--- src/rtl/vga_sync_gen.sv ---
// vga_sync_gen
// VGA raster timing generator (640x480 @ 60 Hz with default parameters).
// Divides the system clock down to a pixel tick, runs the horizontal and
// vertical pixel counters, and produces registered active-low sync pulses,
// the current pixel coordinates and a visible-area flag.
//
// Ports:
//   clk      in   system clock, all state changes on its rising edge
//   reset    in   asynchronous, active-high reset
//   hsync    out  horizontal sync, active low (registered)
//   vsync    out  vertical sync, active low (registered)
//   video_on out  high while (x,y) lies in the visible area
//   p_tick   out  high on the clk cycle at whose end the counters advance
//   x        out  current horizontal pixel count (10 bits)
//   y        out  current line count (10 bits)
module vga_sync_gen #(
    parameter int CLK_DIV   = 4,
    parameter int H_DISPLAY = 640,
    parameter int H_FRONT   = 16,
    parameter int H_SYNC    = 96,
    parameter int H_BACK    = 48,
    parameter int V_DISPLAY = 480,
    parameter int V_FRONT   = 10,
    parameter int V_SYNC    = 2,
    parameter int V_BACK    = 33
) (
    input  logic       clk,
    input  logic       reset,
    output logic       hsync,
    output logic       vsync,
    output logic       video_on,
    output logic       p_tick,
    output logic [9:0] x,
    output logic [9:0] y
);

    localparam int H_TOTAL = H_DISPLAY + H_FRONT + H_SYNC + H_BACK;
    localparam int V_TOTAL = V_DISPLAY + V_FRONT + V_SYNC + V_BACK;
    localparam int DIV_W   = (CLK_DIV > 1) ? $clog2(CLK_DIV) : 1;

    localparam logic [DIV_W-1:0] DIV_LAST = DIV_W'(CLK_DIV - 1);
    localparam logic [9:0] H_LAST     = 10'(H_TOTAL - 1);
    localparam logic [9:0] V_LAST     = 10'(V_TOTAL - 1);
    localparam logic [9:0] H_VIS      = 10'(H_DISPLAY);
    localparam logic [9:0] V_VIS      = 10'(V_DISPLAY);
    localparam logic [9:0] HS_START   = 10'(H_DISPLAY + H_FRONT);
    localparam logic [9:0] HS_END     = 10'(H_DISPLAY + H_FRONT + H_SYNC);
    localparam logic [9:0] VS_START   = 10'(V_DISPLAY + V_FRONT);
    localparam logic [9:0] VS_END     = 10'(V_DISPLAY + V_FRONT + V_SYNC);

    logic [DIV_W-1:0] div_q, div_d;
    logic [9:0]       h_q, h_d;
    logic [9:0]       v_q, v_d;
    logic             hsync_q, hsync_d;
    logic             vsync_q, vsync_d;
    logic             tick;

    assign tick = (div_q == DIV_LAST);

    always_comb begin
        div_d = tick ? '0 : div_q + 1'b1;
        h_d   = h_q;
        v_d   = v_q;
        if (tick) begin
            if (h_q == H_LAST) begin
                h_d = '0;
                v_d = (v_q == V_LAST) ? '0 : v_q + 10'd1;
            end else begin
                h_d = h_q + 10'd1;
            end
        end
        // Sync registers decode the next counter values so they switch on
        // the same edge as x/y.
        hsync_d = !((h_d >= HS_START) && (h_d < HS_END));
        vsync_d = !((v_d >= VS_START) && (v_d < VS_END));
    end

    always_ff @(posedge clk or posedge reset) begin
        if (reset) begin
            div_q   <= '0;
            h_q     <= '0;
            v_q     <= '0;
            hsync_q <= 1'b1;
            vsync_q <= 1'b1;
        end else begin
            div_q   <= div_d;
            h_q     <= h_d;
            v_q     <= v_d;
            hsync_q <= hsync_d;
            vsync_q <= vsync_d;
        end
    end

    assign p_tick   = tick;
    assign x        = h_q;
    assign y        = v_q;
    assign hsync    = hsync_q;
    assign vsync    = vsync_q;
    assign video_on = (h_q < H_VIS) && (v_q < V_VIS);

endmodule

--- config.mk ---
export PLATFORM = sky130hd
export DESIGN_NAME = vga_sync_gen
export DESIGN_NICKNAME = d
export VERILOG_FILES = /design/src/rtl/vga_sync_gen.sv
export SDC_FILE = /design/constraint.sdc
export NUM_CORES = 1
export LEC_CHECK = 0
export CAP_MARGIN = 0
export CORE_ASPECT_RATIO = 0.6
export CORE_MARGIN = 2
export CORE_UTILIZATION = 45
export DETAILED_ROUTE_END_ITERATION = 8
export HOLD_SLACK_MARGIN = 0.02
export PLACE_DENSITY = 0.78
export SETUP_SLACK_MARGIN = 0.3
export SYNTH_ARGS = -nofsm -noshare
export SYNTH_HDL_FRONTEND = slang
export SYNTH_SLANG_ARGS = --single-unit
--- constraint.sdc ---
create_clock -name clk -period 4 [get_ports clk]
set_input_delay 0.8 -clock clk [delete_from_list [all_inputs] [get_ports clk]]
set_output_delay 0.8 -clock clk [all_outputs]
set_load 0.05 [all_outputs]
==> results of run 1 <==
synth_stat cells, types with 4 or more instances:
| cell type | n |
|---|---|
| and3_1 | 5 |
| dfrtp_1 | 22 |
| ha_1 | 4 |
| nand2_1 | 9 |
| nand3_1 | 5 |
| nand4_1 | 5 |
| nor2_1 | 9 |
| nor3_1 | 5 |
| o21ai_0 | 6 |
| xnor2_1 | 8 |
registers in the layout (all words and copies together) (netlist names):
name / cells
div_q: 2
hsync: 1
vsync: 1
x: 10
y: 10
cell families after synthesis:
kind of cell	count (synthesis)	share of synthesized area
mux	5	0.03836
compound gates	23	0.1196
flops	24	0.4402
buf+inv	11	0.04931
simple gates	56	0.2457
fa+ha+maj	4	0.03653
xor+xnor	11	0.07033
stage by stage:
stage               hold WS [ns]  power (mW)    util  std cells  area [sq um]
detailed placement        0.4430      0.2533  0.5593        193          1617
floorplan                 0.4031      0.2508       -        134          1370
CTS                       0.4514      0.4718  0.5840        197          1688
finish                    0.4509      0.4652  0.5840        197          1688
global route              0.4950      0.4820  0.5840        197          1688
global placement          0.4156      0.2533  0.5593        193          1617
critical path: cells and delay by family (launching register included):
family / cells / cell delay [ns]
simple gates: 3 / 0.59
flops: 1 / 0.47
buf+inv: 1 / 0.83
layout by cell type, fill, tap and decap left out, types with 2 or more instances in the layout:
| cell | count |
|---|---|
| nand2_1 | 9 |
| nand4b_1 | 2 |
| a31oi_1 | 2 |
| clkbuf_8 | 3 |
| and2_1 | 3 |
| nor3_1 | 5 |
| nand4_1 | 5 |
| xor2_1 | 3 |
| dfrtp_1 | 22 |
| mux2i_1 | 3 |
| o21a_1 | 2 |
| inv_1 | 3 |
| and3b_1 | 2 |
| nor2_1 | 9 |
| ha_1 | 4 |
| dfstp_2 | 2 |
| xnor2_1 | 8 |
| o21ai_0 | 6 |
| and3_1 | 5 |
| mux2_2 | 2 |
| nand3_1 | 5 |
| clkdlybuf4s50_1 | 25 |
| a21oi_1 | 3 |
path summary, 6_finish.rpt:
check / from / end / slack (ns) / cells after the start
min reg2reg: div_q[0] / div_q[0] / 0.45 / 1
max in group asynchronous: reset / x[2] / 2.39 / 2
min: div_q[0] / div_q[0] / 0.45 / 1
max reg2reg: div_q[0] / vsync / 1.62 / 5
min in group asynchronous: reset / y[6] / 1.03 / 2
max: y[6] / video_on / 1.04 / 4
area by class of cell:
type                            instances  area, sq um
Fill cell                             267         1202
Multi-Input combinational cell         99        699.4
Sequential cell                        24        603.1
Timing Repair Buffer                   25        250.2
Tap cell                               42        52.55
Clock buffer                            3        41.29
Clock inverter                          1        30.03
Inverter                                3        11.26
layer usage:
metal	vias up	part of all wire
met1	551	0.55
met2	34	0.39
li1	535	-
met5	-	0
met3	7	0.049
met4	0	0.013
report_power, final:
part / internal [mW] / switching [mW] / total (mW)
sequential: 0.243 / 0 / 0.243
combinational: 0.000899 / 0.00479 / 0.00569
clock: 0.134 / 0.0830 / 0.217
total: 0.377 / 0.0878 / 0.465
==> results.py, run 1 <==
metrics = {
    "sta": {
        "rsz0062_at_grt": "false",
        "setup_slack_ns": 1.036,
        "drv_slew": 0,
        "tns_ns": 0,
        "period_share": 0.7411,
        "tightest_slew_ns": 0.9404,
        "fin_worst_skew_ns": 0.01107,
        "fin_crit_ns": 2.964,
        "fmax_ghz": 0.3373,
        "final-setup-viol-count": 0,
        "slew_headroom": 0.3724,
        "hold_viol": 0,
    },
    "yosys": {
        "synth_seq_area_share": 0.4402,
        "synth_enable_flop_cells": 0,
        "synth_top_area_cell": "dfrtp_1",
        "syn_nets": 140,
        "yosysUniqueCellTypes": 46,
        "synth_area_leaders": "dfrtp_1 (40%), xnor2_1 (5.1%), dfstp_2 (3.8%)",
        "synth-seq-cells": 24,
        "syn_area_per_cell_sq_um": 10.22,
        "synth-main-ff-cell": "dfrtp_1",
        "async_reset_ff_frac": 1.000,
        "synthesis.yosys.warnings": 0,
        "syn-cell-area_sq_mm": 0.001370,
        "synth_cells": 134,
        "synth_top_area_frac": 0.4018,
    },
    "place": {
        "dp_hpwl_um": 2269,
        "io_buffers": 25,
        "pre_cts_slack_ns": 1.352,
        "place.gp.congestion": 0.9405,
    },
    "finish": {
        "antenna_cells": 0,
        "layout-drive-gt1-share": 0.07742,
        "fin_nets": 162,
        "area_delta_synth_final_pct": 23.20,
    },
    "global_routing": {
        "grt_usage": 0.2050,
        "grt_overflow": 0,
        "grt_busiest_layer": "met1",
        "grt_pass1_wl_um": 5181,
        "grtUsageMet3": 0.05365,
        "grt_max_degree": 25,
        "grt_antenna_before_repair": 0,
        "grt_pass1_vias": 1028,
        "grt_use_met2": 0.2632,
        "use_met1": 0.3329,
    },
    "floorplan": {
        "die-width_um": 75.24,
        "start_util": 0.4740,
        "core_area_sq_mm": 0.002890,
        "rows": 15,
        "io_pins": 26,
        "die-area_sq_mm": 0.003516,
        "die_y_um": 46.74,
    },
    "critical_path": {
        "slowest_stage": "clkdlybuf4s50_1",
        "path_cells": "and3_1, and2_1, nor3_1, clkdlybuf4s50_1",
        "critPathCaptureType": "primary output",
        "startpoint_type": "flop",
        "max_stage_delay_ns": 0.83,
        "crit_path_max_fanout": 7,
        "critical_path_class": "reg2out",
        "required_ns": 3.20,
        "cp_data_arrival_time_ns": 2.16,
    },
    "detailed_routing": {
        "vias": 1127,
        "first_pass_iters": 4,
        "drc": 0,
        "drtIter0Drc": 99,
        "viasPerCell": 5.721,
        "detail_route.wl_per_cell_um": 16.01,
        "drtAntennaViolNets": 0,
        "drt-total-wl_um": 3153,
    },
    "clock_network": {
        "clkTransAtPathRegs_ns": 0.09,
        "clkSinkCount": 24,
        "cts_hold_buffers": 0,
        "clkLatencyLatePin_ns": 0.28,
        "cts-root-buf": "clkbuf_8",
        "post-cts-setup-buffers": 0,
        "htreeDepth": 1,
        "cts_tree": "done",
        "cts_buffers": 3,
        "clk_path_buf_depth": 2,
        "cts_resized": 0,
    },
    "power_and_ir_drop": {
        "p_leak_nw": 0.6906,
        "ir_drop_mv": 0.3168,
        "power_per_cell_area_mw_per_mm2": 275.6,
    },
    "flow_run": {
        "cap_violations": 0,
    },
    "hold_path": {
        "hold_path_class": "reg2reg",
    },
    "status": {
        "status": "complete, no violations",
    },
}
No activity file was read; power rests on OpenSTA's default activity.
==> run 2: changes to the inputs <==
--- a/config.mk
+++ b/config.mk
@@ -11,7 +11,7 @@
 export CORE_UTILIZATION = 45
 export DETAILED_ROUTE_END_ITERATION = 8
 export HOLD_SLACK_MARGIN = 0.02
-export PLACE_DENSITY = 0.78
+export PLACE_DENSITY = 0.8
 export SETUP_SLACK_MARGIN = 0.3
 export SYNTH_ARGS = -nofsm -noshare
 export SYNTH_HDL_FRONTEND = slang
==> constraint.sdc (replaced) <==
create_clock -name clk -period 2.7 [get_ports clk]
set_input_delay 0.54 -clock clk [delete_from_list [all_inputs] [get_ports clk]]
set_output_delay 0.54 -clock clk [all_outputs]
set_load 0.05 [all_outputs]
==> results.py, run 2 (same netlist as run 1, synthesis figures left out) <==
metrics = {
    "sta": {
        "rsz0062_at_grt": "true",
        "fmax_ghz": 0.4463,
        "tightest_slew_ns": 0.5095,
        "slew_headroom": 0.6593,
        "period_share": 0.8299,
        "hold_viol": 0,
        "fin_worst_skew_ns": 0.003107,
        "final-setup-viol-count": 0,
        "fin_crit_ns": 2.241,
        "drv_slew": 0,
        "tns_ns": 0,
    },
    "place": {
        "dp_hpwl_um": 2093,
        "io_buffers": 25,
        "place.gp.congestion": 0.8929,
    },
    "power_and_ir_drop": {
        "power_per_cell_area_mw_per_mm2": 348.1,
        "p_leak_nw": 0.7014,
        "ir_drop_mv": 0.1729,
        "p_total_mw": 0.5832,
    },
    "global_routing": {
        "grt_pass1_wl_um": 4705,
        "grt_usage": 0.1791,
        "grt_antenna_before_repair": 0,
        "grt_overflow": 0,
        "grt_max_degree": 25,
        "grt_pass1_vias": 949,
    },
    "critical_path": {
        "startpoint_type": "flop",
        "cp_data_arrival_time_ns": 2.42,
        "crit_path_max_fanout": 7,
        "critical_path_class": "reg2reg",
        "critPathCaptureType": "flop",
        "required_ns": 2.88,
    },
    "hold_path": {
        "hold_path_class": "reg2reg",
    },
    "clock_network": {
        "clkLatencyLatePin_ns": 0.26,
        "clkSinkCount": 24,
        "cts_buffers": 3,
        "clk_path_buf_depth": 2,
        "cts_tree": "done",
        "post-cts-setup-buffers": 0,
        "cts-root-buf": "clkbuf_8",
        "htreeDepth": 1,
        "clkTransAtPathRegs_ns": 0.08,
    },
    "detailed_routing": {
        "drt-total-wl_um": 2820,
        "drtIter0Drc": 159,
        "detail_route.wl_per_cell_um": 14.24,
        "vias": 1092,
        "drc": 0,
        "first_pass_iters": 4,
        "viasPerCell": 5.515,
        "drtAntennaViolNets": 0,
    },
    "floorplan": {
        "core_area_sq_mm": 0.002890,
        "io_pins": 26,
        "die-area_sq_mm": 0.003516,
        "die_y_um": 46.74,
        "die-width_um": 75.24,
        "rows": 15,
        "start_util": 0.4740,
    },
    "finish": {
        "antenna_cells": 0,
        "final_common_cell": "clkdlybuf4s50_1",
        "fin_nets": 163,
        "area_delta_synth_final_pct": 22.28,
        "final_cell_mix": "clkdlybuf4s50_1 (23), dfrtp_1 (22), nor2_1 (9), nand2_1 (9), xnor2_1 (8)",
        "fillers": 256,
        "multiInputGateArea_sq_um": 705.7,
        "seq_area_sq_um": 603.1,
        "layout-drive-gt1-share": 0.09615,
    },
    "status": {
        "status": "complete, no violations",
    },
    "flow_run": {
        "cap_violations": 0,
    },
}
==> run 2: cell types whose count changed in the layout (fill, tap and decap cells not counted), sizes merged <==
cell / delta
clkbuf: +1
clkdlybuf4s50: -2
bufinv: -1
buf: +2
dlymetal6s2s: +1
==> run 2: area by class of cell <==
class	count	share of cell area
multi-input cells	99	0.4212
flip-flops and latches	24	0.3600
repair buffers	26	0.1538
well taps	42	0.03137
clock buffers	4	0.02689
inverters	3	0.006721
==> run 2: path summary, 6_finish.rpt <==
| path | startpoint | end | slack [ns] | cells past startpoint |
|---|---|---|---|---|
| min in group asynchronous | reset | y[2] | 0.61 | 3 |
| worst min register to register | div_q[0] | div_q[0] | 0.44 | 1 |
| worst max register to register | y[1] | vsync | 0.46 | 7 |
| worst max-delay path | y[1] | vsync | 0.46 | 7 |
| max in group asynchronous | reset | hsync | 1.80 | 3 |
| worst min-delay path | div_q[0] | div_q[0] | 0.44 | 1 |
==> run 2: report_power, final <==
group          switching [mW]  internal, mW  leakage (nW)
logic                 0.00691       0.00232         0.365
registers                   0         0.359         0.314
clock network           0.110         0.105        0.0228
total                   0.116         0.467         0.701
==> run 2: critical path: stages (launching register included) <==
cell and delay (ns):
dfrtp_1 0.46, inv_1 0.12, ha_1 0.15, nor4bb_1 0.29
and4_1 0.38, a31o_1 0.14, a31oi_1 0.09, or4b_1 0.53
==> run 2: through the flow <==
step	utilization	setup WS, ns	area [sq um]	hold WS, ns	instances
2_1_floorplan	-	0.3330	1375	0.4031	134
5_1_grt	0.5797	0.2651	1675	0.4779	198
4_1_cts	0.5784	0.3027	1672	0.4355	198
3_5_place_dp	0.5628	0.3806	1627	0.4183	194
3_3_place_gp	0.5628	0.4735	1627	0.4113	194
6_report	0.5797	0.4592	1675	0.4370	198
==> run 2: what timing repair did <==
| action | in CTS | in global routing |
|---|---|---|
| endpoints found under the setup margin | 0 | 3 |
| gates resized for setup | 0 | 2 |
| hold buffers | 0 | 0 |
==> run 2: layer usage <==
| layer | global-route usage | vias to the layer above | share of wire |
|---|---|---|---|
| met1 | 0.2865 | 507 | 0.53 |
| met4 | 0.02105 | 0 | 0.0028 |
| met5 | 0 | - | 0 |
| met3 | 0.03863 | 2 | 0.069 |
| met2 | 0.2561 | 46 | 0.40 |
| li1 | - | 537 | - |
